===== config.mk =====
export PLATFORM = sky130hd
export DESIGN_NAME = adder_prefix_pipe
export DESIGN_NICKNAME = d
export VERILOG_FILES = /design/src/rtl/adder_prefix_pipe.sv
export SDC_FILE = /design/constraint.sdc
export NUM_CORES = 1
export LEC_CHECK = 0
export ABC_AREA = 1
export CAP_MARGIN = 20
export CORE_ASPECT_RATIO = 1.4
export CORE_UTILIZATION = 59
export DETAILED_ROUTE_END_ITERATION = 10
export GPL_TIMING_DRIVEN = 0
export HOLD_SLACK_MARGIN = 0.08
export PLACE_DENSITY = 0.85
export SETUP_SLACK_MARGIN = 0.15
export SYNTH_ARGS = -nofsm -noshare
export SYNTH_HDL_FRONTEND = slang
export SYNTH_SLANG_ARGS = --single-unit

===== constraint.sdc =====
create_clock -name clk -period 3.6 [get_ports clk]
set_input_delay 0.54 -clock clk [delete_from_list [all_inputs] [get_ports clk]]
set_output_delay 0.54 -clock clk [all_outputs]
set_load 0.02 [all_outputs]

===== src/rtl/adder_prefix_pipe.sv =====
// Pipelined Kogge-Stone carry tree and final sum stage fed by per-bit generate/propagate/half-sum.
// A register rank follows every REG_EVERY prefix levels, and the last rank holds sum, carry-out and tag.
module adder_prefix_pipe #(
  parameter int WIDTH     = 32,
  parameter int REG_EVERY = 2,
  parameter int TAG_W     = 4
) (
  input  logic             clk,
  input  logic             rst_n,
  input  logic             flush,
  input  logic             in_valid,
  output logic             in_ready,
  input  logic [WIDTH-1:0] gen_in,
  input  logic [WIDTH-1:0] prop_in,
  input  logic [WIDTH-1:0] hsum_in,
  input  logic             cin_in,
  input  logic [TAG_W-1:0] tag_in,
  output logic             out_valid,
  input  logic             out_ready,
  output logic [WIDTH-1:0] sum_out,
  output logic             cout_out,
  output logic [TAG_W-1:0] tag_out
);

  localparam int LEVELS = $clog2(WIDTH);
  localparam int NSTAGE = (LEVELS + REG_EVERY - 1) / REG_EVERY;

  logic              advance;
  logic              load;
  logic [NSTAGE-1:0] valid_r;
  logic [TAG_W-1:0]  tag_r [NSTAGE];
  logic [WIDTH-1:0]  sum_s;
  logic [WIDTH-1:0]  sum_r;
  logic              cout_s;
  logic              cout_r;

  // The whole pipe moves in lockstep; bubbles are not collapsed.
  assign out_valid = valid_r[NSTAGE-1];
  assign advance   = out_ready | ~out_valid;
  assign in_ready  = advance;
  assign load      = advance & ~flush;

  assign sum_out  = sum_r;
  assign cout_out = cout_r;
  assign tag_out  = tag_r[NSTAGE-1];

  // Valid bits: flush clears every rank and overrides both load and shift.
  always_ff @(posedge clk or negedge rst_n) begin
    if (!rst_n) begin
      valid_r <= '0;
    end else if (flush) begin
      valid_r <= '0;
    end else if (advance) begin
      valid_r <= NSTAGE'({valid_r, in_valid});
    end
  end

  // Tag sideband travels alongside the data ranks.
  always_ff @(posedge clk or negedge rst_n) begin
    if (!rst_n) begin
      for (int s = 0; s < NSTAGE; s++) begin
        tag_r[s] <= '0;
      end
    end else if (load) begin
      tag_r[0] <= tag_in;
      for (int s = 1; s < NSTAGE; s++) begin
        tag_r[s] <= tag_r[s-1];
      end
    end
  end

  // Final result rank.
  always_ff @(posedge clk or negedge rst_n) begin
    if (!rst_n) begin
      sum_r  <= '0;
      cout_r <= 1'b0;
    end else if (load) begin
      sum_r  <= sum_s;
      cout_r <= cout_s;
    end
  end

  for (genvar s = 0; s < NSTAGE; s++) begin : g_stage
    localparam int LO = s * REG_EVERY;
    localparam int HI = ((s + 1) * REG_EVERY < LEVELS) ? (s + 1) * REG_EVERY : LEVELS;

    logic [WIDTH-1:0] g_i;
    logic [WIDTH-1:0] p_i;
    logic [WIDTH-1:0] h_i;
    logic             c_i;
    logic [WIDTH-1:0] g_o;
    logic [WIDTH-1:0] p_o;

    if (s == 0) begin : g_src
      assign g_i = gen_in;
      assign p_i = prop_in;
      assign h_i = hsum_in;
      assign c_i = cin_in;
    end else begin : g_src
      assign g_i = g_stage[s-1].g_rank.g_r;
      assign p_i = g_stage[s-1].g_rank.p_r;
      assign h_i = g_stage[s-1].g_rank.h_r;
      assign c_i = g_stage[s-1].g_rank.c_r;
    end

    // Prefix levels LO..HI-1: bit i absorbs bit i-2^k; bits below 2^k pass through.
    always_comb begin
      g_o = g_i;
      p_o = p_i;
      for (int k = LO; k < HI; k++) begin
        g_o = g_o | (p_o & (g_o << (1 << k)));
        p_o = p_o & ((p_o << (1 << k)) | ~({WIDTH{1'b1}} << (1 << k)));
      end
    end

    if (s < NSTAGE - 1) begin : g_rank
      logic [WIDTH-1:0] g_r;
      logic [WIDTH-1:0] p_r;
      logic [WIDTH-1:0] h_r;
      logic             c_r;

      // Intermediate rank: group G/P so far, plus half-sum and carry-in for the sum stage.
      always_ff @(posedge clk or negedge rst_n) begin
        if (!rst_n) begin
          g_r <= '0;
          p_r <= '0;
          h_r <= '0;
          c_r <= 1'b0;
        end else if (load) begin
          g_r <= g_o;
          p_r <= p_o;
          h_r <= h_i;
          c_r <= c_i;
        end
      end
    end else begin : g_final
      // Carry into bit i is group G over [i-1:0]; bit 0 takes the raw carry-in.
      always_comb begin
        sum_s  = h_i ^ {g_o[WIDTH-2:0], c_i};
        cout_s = g_o[WIDTH-1];
      end
    end
  end

endmodule


==> reports/metrics.yaml <==
floorplan:
  start_util_pct: 60.21
  io_pins: 145
  die_h_um: 159.7
  core_um2: 17400
  dieWidth_um: 114.6
  std_cell_rows: 57
  dieArea_um2: 18300
synthesis:
  synth_cell_type_count: 19
  synth_top_family_by_area: "simple AND/OR/NAND/NOR gates"
  synth_largest_area_cell: "dfrtp_1"
  syn-num-nets: 1492
  synthSimpleGateAreaFrac_pct: 27.42
  synth_area_per_cell_um2: 7.560
  muxShareOfSynthArea_pct: 0
  synth_warnings: 0
  synthXorXnorAreaFrac_pct: 1.421
  synth-seq-cells: 222
  syn-cell-area_um2: 10480
  synth_fa_ha_area_share_pct: 0
  synthTopCellsByArea: "dfrtp_1, nand2_1, inv_1, o21ai_0, o21ai_1"
  synth_top_area_share_pct: 53.02
  netlist_instances: 1386
  synth_compound_area_share_pct: 7.535
  seq_area_frac_synth_pct: 53.02
placed_design:
  place_area_um2: 12240
  io_buffers: 143
  dp_hpwl_um: 19940
  place_ws_ns: 1.316
  place.gp.congestion: 0.9351
timing:
  relSlewSlack_pct: 50.79
  fin_skew_ns: 0.01576
  finalCriticalPeriod_ns: 2.288
  rsz0062_at_grt: "no"
  final-hold-violation-count: 0
  max_freq_mhz: 437.1
  setup_ws_ns: 1.312
  setup_tns_ns: 0
  worst_pin_slew_ns: 0.7382
  min_period_over_period_pct: 63.55
  drv_slew: 0
  setup_violations: 0
clock_network:
  clock-root-buffer: "clkbuf_16"
  cts_hold_buf: 0
  path_clk_slew_ns: 0.06
  cts_setup_buffers: 0
  clock_path_buffers: 3
  cts_made_buffers: 21
  cts_tree: "built"
  cts_max_level: 1
  cts_resized: 0
  clock_sinks: 222
  clkLatencyLatePin_ns: 0.50
finish:
  multi_input_area_um2: 3811
  fill_cells: 1348
  antennaDiodeCount: 0
  area_growth_pct: 23.05
  drive_above_1_share_pct: 4.920
  seq_area_um2: 5555
  fin_nets: 1659
  design_area_um2: 12890
route:
  detail_route.iter0.violations: 611
  wl_per_cell_um: 15.21
  wl_um: 27400
  vias: 9303
  ant_nets: 0
  via_per_inst: 5.165
  drc: 0
  drtPass1Iterations: 5
worst_hold_path:
  holdCritPathClass: "input pin to asynchronous set/reset pin"
worst_setup_path:
  critPathMaxFanout: 4
  crit_arrival_ns: 1.75
  required_ns: 3.06
  start_kind: "input pin"
  end_kind: "primary output"
  worstSetupPathType: "input pin to primary output"
global_routing:
  gr-total-overflow: 0
  met3_usage_pct: 3.795
  grt_pass1_wl_um: 44840
  antenna_found_initial: 0
  grt_max_degree: 123
  grtUsageMet1_pct: 37.36
  use_met2_pct: 55.12
  grt_pass1_vias: 9471
  grt_util_all_layers_pct: 31.54
  busiest_layer: "met2"
pwr:
  ir_drop_v: 0.0002547
  p_leak_nw: 6.932
  power_density_nw_per_um2: 495.2
run:
  drv_cap: 0
run_status:
  status: "finished, final reports clean"
==> state kept, by name (all words and copies together) (netlist names) <==
signal,cells
cout_out,1
g_stage.g_rank.h_r,64
tag_out,4
sum_out,32
g_stage.g_rank.g_r,64
valid_r,3
g_stage.g_rank.c_r,2
tag_r,8
g_stage.g_rank.p_r,44
==> worst paths after layout <==
kind / slack [ns] / to / depth (start not counted) / startpoint
worst min register to register: 0.47 / tag_out[2]$_DFFE_PN0P_ / 2 / tag_r[6]$_DFFE_PN0P_
max in group asynchronous: 2.44 / g_stage[0].g_rank.g_r[31]$_DFFE_PN0P_ / 2 / rst_n
worst min-delay path: 0.08 / g_stage[0].g_rank.h_r[0]$_DFFE_PN0P_ / 1 / rst_n
worst max-delay path: 1.31 / in_ready / 4 / out_ready
worst max register to register: 1.88 / g_stage[1].g_rank.g_r[11]$_DFFE_PN0P_ / 5 / valid_r[2]$_DFFE_PN0P_
min in group clk: 0.47 / tag_out[2]$_DFFE_PN0P_ / 2 / tag_r[6]$_DFFE_PN0P_
==> synthesized netlist by cell type <==
cell / number
buf_4: 4
nand3_1: 21
inv_2: 2
buf_2: 17
buf_8: 1
a21oi_1: 11
nor2_1: 6
clkbuf_2: 1
nand3b_1: 14
xnor2_1: 17
dfrtp_1: 222
a21oi_2: 1
o21ai_0: 101
o21ai_1: 44
clkbuf_1: 11
nand2_1: 700
buf_6: 18
nand2_2: 2
inv_1: 193
==> through the flow <==
step                util, %  instances  power (mW)  hold WS, ns
floorplan                 -       1386       3.646       0.2444
global placement      70.13       1765       4.183       0.4517
CTS                   74.09       1801       6.385       0.1103
detailed placement    70.32       1766       4.227       0.4612
global route          74.09       1801       6.659       0.1475
finish                74.09       1801       6.385      0.08476
==> kinds of logic (layout without fill, tap and decap cells) <==
kind of cell / after synthesis / after routing
xor+xnor: 17 / 17
flops: 222 / 222
compound gates: 157 / 157
simple gates: 743 / 743
buf+inv: 247 / 426
==> where the power goes <==
part	switching [mW]	total (mW)	internal, mW
Sequential	0.229	3.02	2.79
Clock	0.921	2.18	1.26
Combinational	0.657	1.19	0.534
Total	1.81	6.38	4.58
==> layer usage <==
layer | up-vias | part of all wire [%]
met5 | - | 0
met3 | 111 | 5.4
met1 | 4355 | 38
met2 | 352 | 51
met4 | 0 | 5.7
li1 | 4485 | -
==> final cells by class <==
type / count / share of cell area [%]
inverter: 195 / 5.677
tap: 236 / 2.290
buffer: 52 / 2.941
clock inverter: 6 / 0.6211
timing repair buffer: 144 / 11.35
sequential: 222 / 43.09
multi-input combinational: 917 / 29.56
clock buffer: 29 / 4.464
==> cells in the final DEF, fill, tap and decap left out <==
cell type	Yosys	routed
nand2_1	700	700
dfrtp_1	222	222
inv_1	193	193
clkdlybuf4s50_1	0	142
o21ai_0	101	101
o21ai_1	44	44
nand3_1	21	21
clkbuf_16	0	21
buf_6	18	18
buf_2	17	17
clkbuf_1	11	17
xnor2_1	17	17
nand3b_1	14	14
a21oi_1	11	11
nor2_1	6	6
buf_4	4	4
clkinv_2	0	4
inv_2	2	2
nand2_2	2	2
buf_8	1	2
bufinv_16	0	2
clkbuf_8	0	2
a21oi_2	1	1
clkbuf_2	1	1
buf_16	0	1
==> critical path: stages <==
cell and delay (ns):
clkdlybuf4s50_1 0.47, inv_2 0.05, nand2_2 0.08, clkdlybuf4s50_1 0.61
Power figures use the tool's default switching activity.
